--- src/rtl/lut_mult_ctrl.sv ---
// Quarter-square multiplier controller: drives two external 1-cycle LUTs with
// |A+B| and |A-B| addresses and forms A*B = q(A+B) - q(|A-B|) in a 3-stage pipeline.
module lut_mult_ctrl (
  input  logic        CLK,
  input  logic        RSTn,
  input  logic [6:0]  A_In,
  input  logic [6:0]  B_In,
  input  logic        In_Valid,
  output logic        In_Ready,
  output logic [7:0]  Addr_Sum,
  output logic [7:0]  Addr_Diff,
  input  logic [15:0] Q_Sum,
  input  logic [15:0] Q_Diff,
  output logic [15:0] Product,
  output logic        Out_Valid,
  input  logic        Out_Ready,
  output logic        Busy
);

  logic        en;
  logic        v1;
  logic        v2;
  logic        held;
  logic [15:0] hold_diff;
  logic [15:0] q_delta;
  logic [7:0]  sum_nxt;
  logic [7:0]  diff_nxt;

  assign en       = !Out_Valid || Out_Ready;
  assign In_Ready = en;
  assign Busy     = v1 | v2 | Out_Valid;
  assign q_delta  = Q_Sum - Q_Diff;

  always_comb begin
    sum_nxt  = {1'b0, A_In} + {1'b0, B_In};
    diff_nxt = '0;
    if (B_In > A_In)
      diff_nxt = {1'b0, B_In - A_In};
    else
      diff_nxt = {1'b0, A_In - B_In};
  end

  // The LUTs re-register from the (held) S1 address on every stall edge, which
  // overwrites the S2 result; capture it on the first stall edge and use it on resume.
  always_ff @(posedge CLK or negedge RSTn) begin
    if (!RSTn) begin
      v1        <= 1'b0;
      v2        <= 1'b0;
      Out_Valid <= 1'b0;
      Addr_Sum  <= '0;
      Addr_Diff <= '0;
      Product   <= '0;
      held      <= 1'b0;
      hold_diff <= '0;
    end else if (en) begin
      if (In_Valid) begin
        Addr_Sum  <= sum_nxt;
        Addr_Diff <= diff_nxt;
        v1        <= 1'b1;
      end else begin
        v1        <= 1'b0;
      end
      v2        <= v1;
      Out_Valid <= v2;
      if (v2)
        Product <= held ? hold_diff : q_delta;
      held <= 1'b0;
    end else if (v2 && !held) begin
      hold_diff <= q_delta;
      held      <= 1'b1;
    end
  end

endmodule

--- config.mk ---
export PLATFORM = sky130hd
export DESIGN_NAME = lut_mult_ctrl
export DESIGN_NICKNAME = d
export VERILOG_FILES = /design/src/rtl/lut_mult_ctrl.sv
export SDC_FILE = /design/constraint.sdc
export NUM_CORES = 1
export LEC_CHECK = 0
export CAP_MARGIN = 20
export CELL_PAD_IN_SITES_DETAIL_PLACEMENT = 1
export CELL_PAD_IN_SITES_GLOBAL_PLACEMENT = 1
export CORE_MARGIN = 1.5
export CORE_UTILIZATION = 40
export DETAILED_ROUTE_END_ITERATION = 7
export PLACE_DENSITY = 0.85
export SKIP_LAST_GASP = 1
export SLEW_MARGIN = 20
export SYNTH_ARGS = -nofsm -noshare
export SYNTH_HDL_FRONTEND = slang
export SYNTH_SLANG_ARGS = --single-unit
--- constraint.sdc ---
create_clock -name CLK -period 4.6 [get_ports CLK]
set_input_delay 0.92 -clock CLK [delete_from_list [all_inputs] [get_ports CLK]]
set_output_delay 0.92 -clock CLK [all_outputs]
set_load 0.03 [all_outputs]
# Yosys cells after proc, flatten, opt, wreduce, memory -nomap -nowiden
# Cells that the tools add are included.
# W data, S select, Z words.
classes:
  order_cmp: 1
  add_sub_neg: 4
  bitwise_logic: 3
  muxes: 5
  reduce_logical: 8
op_table:
  columns: ["cell", "n"]
  rows:
  - ["$mux W16", 1]
  - ["$sub A16 B16 Y16", 1]
  - ["$sub A7 B7 Y7", 2]
  - ["$add A7 B7 Y8", 1]
  - ["$gt A7 B7 Y1", 1]
  - ["$mux W7", 1]
  - ["$reduce_and A2 Y1", 3]
  - ["$mux W1", 3]
  - ["$logic_not A1 Y1", 2]
  - ["$or A1 B1 Y1", 2]
  - ["$reduce_bool A2 Y1", 1]
  - ["$logic_and A1 B1 Y1", 1]
  - ["$logic_or A1 B1 Y1", 1]
  - ["$not A1 Y1", 1]
totals:
  input_bits: 50
  ff_bits: 52

# Logic depth before layout (Yosys ltp)
logic_depth:
  word_depth: 4
  mapped_depth: 11
  mapped_depth_nobuf: 11

# Worst setup path before layout
# OpenSTA, ideal clock, no wires.
synth_path:
  kind: "in2reg"
  start: "input Q_Diff[1]"
  end: "register Product[15]"
  path_slack_ps: 1654
  setup_time_ps: 69
  required_ps: 4531
  path_stages: 10
  t_arrival_ps: 2877
  path_cell_list: "inv_1 ha_1 nor2b_4 o2111a_1 o41ai_2 a21oi_1 o41ai_4 o21ai_2 or3_1 nand3_1"
synth_via:
  elab_chain_cells: 2
synth_rtl:
  columns: ["element", "line", "rtl"]
  rows:
  - ["from (decl)", "13", "input logic [15:0] Q_Diff,"]
  - ["$sub A16 B16 Y16", "32", "assign q_delta = Q_Sum - Q_Diff;"]
  - ["$mux W16", "66", "Product <= held ? hold_diff : q_delta;"]
  - ["to (signal assigned)", "66", null]
  - ["to (decl)", "14", "output logic [15:0] Product,"]
# No other way between the ends.
# A chain may end at the register's enable or synchronous reset.

# Worst setup path in the final report
# Ends and elaborated chain as after synthesis.

==> results.yml <==
yosys:
  synth_top_cell_by_area: "dfrtp_1"
  synth.cell_area_um2: 3500
  ys_types: 43
  seq_area_frac_synth: 0.358
  ys_ff_latch: 50
  synth_cells: 397
  avgSynthCellArea_um2: 8.81
  synth_area_leaders: "dfrtp_1 36%, ha_1 13%, o21ai_0 7.0%"
  synth_nets: 486
  ys_warn_count: 0
  synth_top_area_frac: 0.358
floorplan:
  num_rows: 33
  die_height_um: 96.5
  io_pins: 85
  fp.dieW_um: 96.5
  core_area_um2: 8340
  die_area_um2: 9310
  initial_core_util: 0.419
finish:
  final_cells: 574
  drive_gt1_frac: 0.0490
  fin_nets: 557
  layout_common_cells: "82 x clkdlybuf4s50_1, 49 x dfrtp_1, 49 x o21ai_0"
  antenna_cells: 0
  layout_commonest_cell: "clkdlybuf4s50_1"
  utilization: 0.538
  syn_to_final_growth_pct: 28.3
setup_path:
  worst_setup_path_end_kind: "flip-flop"
  cp_slowest_cell: "clkdlybuf4s50_1"
  worst-r2r-cell-count: 5
  r2r_end: "Product[12]"
  path_cells: "clkdlybuf4s50_1, inv_1, ha_1, nor2b_4, o2111a_1, o41ai_2, a21oi_1, o41ai_4, o21ai_2, or3_1, nand3_1"
  r2r_slack_ns: 2.63
  critical_path_class: "primary input to flip-flop"
  crit_path_start_kind: "primary input"
  worstPathMaxFanout: 3
  arrival_ns: 3.60
  worstPathRequired_ns: 4.84
  cpPeakStageDelay_ns: 0.50
  reg2reg_from: "Out_Valid"
hold_path:
  hold_start: "hold_diff[10]"
  hold_path_class: "flip-flop to flip-flop"
  whs_endpoint: "hold_diff[10]"
  hold_depth: 2
detailed_routing:
  drtAntennaViolNets: 0
  routed_via_density: 5.21
  remaining_drc_errors: 0
  wire_per_inst_um: 15.3
  drt-total-wl_mm: 8.78
  drt-initial-drc-count: 72
  first_pass_iters: 6
  num_vias: 2993
sta:
  max_freq_ghz: 0.297
  setup_viol: 0
  period_needed_ns: 3.37
  clock_skew_ns: 0.00281
  finalMaxSlewViolations: 0
  timing.slew.headroom: 0.358
  setup_tns_ns: 0
  hold_viol: 0
  hold_ws_ns: 0.483
  fin_crit_sh: 0.732
  grt_setup_unrepaired: "false"
  tightest_slew_ns: 0.961
global_routing:
  overflow: 0
  grt_pass1_wl_mm: 14.4
  grt_pass1_vias: 3253
  grt_max_degree: 51
  grt_usage: 0.197
  antenna_found_initial: 0
place:
  portBuffers: 83
  hpwlAfterDp_mm: 6.87
  place_congestion: 0.835
  placed_cells: 566
outcome:
  status: "completed"
clock_network:
  clkTransAtPathRegs_ns: 0.09
  clockBufferDepth: 2
  cts_resized: 0
  root_buffer: "clkbuf_8"
  cts_hold_buf: 0
  clock_latency_ns: 0.29
  cts_buffers: 5
  post-cts-setup-buffers: 0
  clock_sinks: 50
  cts_tree: "built"
  htree_levels: 2
power:
  max-vdd-ir-drop_mv: 0.169
  p_total_mw: 2.12
  power_density_nw_per_um2: 473
  p_leak_nw: 2.09
flow_run:
  drv_cap: 0
## worst max-delay path by stage
stage,startpoint,depth (start not counted),end
after global routing,A_In[1],11,Addr_Diff[3]
final,Q_Diff[1],11,Product[15]
after detailed placement,Q_Diff[1],11,Product[15]
after global placement,Q_Diff[1],11,Product[15]
after CTS,Q_Diff[1],11,Product[13]
after floorplan,Q_Diff[1],10,Product[15]
## where the power goes
part	internal, mW	total [mW]	switching, mW
sequential	0.627	0.766	0.139
combinational	0.445	1.05	0.608
clock	0.163	0.303	0.140
## flip-flops by register name (all words and copies together), names as in the netlist
signal     cells
hold_diff     16
Product       16
v2             1
Addr_Sum       7
v1             1
held           1
Out_Valid      1
Addr_Diff      7
## routing by layer
metal,vias up,wire (µm),GRT usage,part of all wire
met2,58,4560,0.384,0.52
li1,1470,-,-,-
met1,1461,3870,0.232,0.44
met4,0,69,0.0435,0.0079
met3,4,283,0.0172,0.032
met5,-,0,0,0
## cell usage after synthesis (all sizes together)
master / instances
a211oi: 1
a21boi: 1
a21o: 7
a21oi: 33
a32oi: 1
and2: 2
and3: 5
buf: 4
clkbuf: 16
conb: 1
dfrtp: 50
fa: 4
ha: 35
inv: 36
mux2: 7
mux2i: 6
nand2: 47
nand2b: 7
nand3: 5
nand4: 1
nor2: 18
nor2b: 5
nor3: 4
nor3b: 1
o2111a: 1
o211ai: 1
o21a: 7
o21ai: 50
o21bai: 8
o22ai: 1
o31ai: 2
o41ai: 3
or3: 3
or3b: 1
xnor2: 14
xor2: 9
## cell type report
class | count | area, µm²
tap | 105 | 131
inverter | 36 | 135
clock buffer | 7 | 76.3
sequential | 50 | 1250
timing repair buffer | 84 | 833
clock inverter | 1 | 30.0
multi-input combinational | 291 | 2030
fill | 1011 | 3850
## kinds of logic (layout without fill, tap and decap cells)
logic type | count (synthesis) | in the layout | share of synthesized area
AO/OA/AOI/OAI | 116 | 116 | 0.202
XOR/XNOR | 23 | 23 | 0.0576
adder cells (fa/ha/maj) | 39 | 39 | 0.148
buffers and inverters | 56 | 128 | 0.0626
flip-flops | 50 | 50 | 0.358
multiplexers | 13 | 13 | 0.0397
other | 1 | 1 | 0.00107
AND/OR/NAND/NOR | 99 | 99 | 0.131
## worst max-delay path, delay by kind of cell
family                   cells  cell delay, ns
AO/OA/AOI/OAI                5            1.27
AND/OR/NAND/NOR              3            0.58
buffers and inverters        2            0.55
adder cells (fa/ha/maj)      1            0.27
## metrics by stage
stage	setup WS, ns	cell area [µm²]
finish	1.23	4490
global route	1.03	4490
CTS	1.19	4480
detailed placement	0.891	4380
global placement	0.927	4380
floorplan	1.65	3500
No activity file was read; power rests on OpenSTA's default activity.
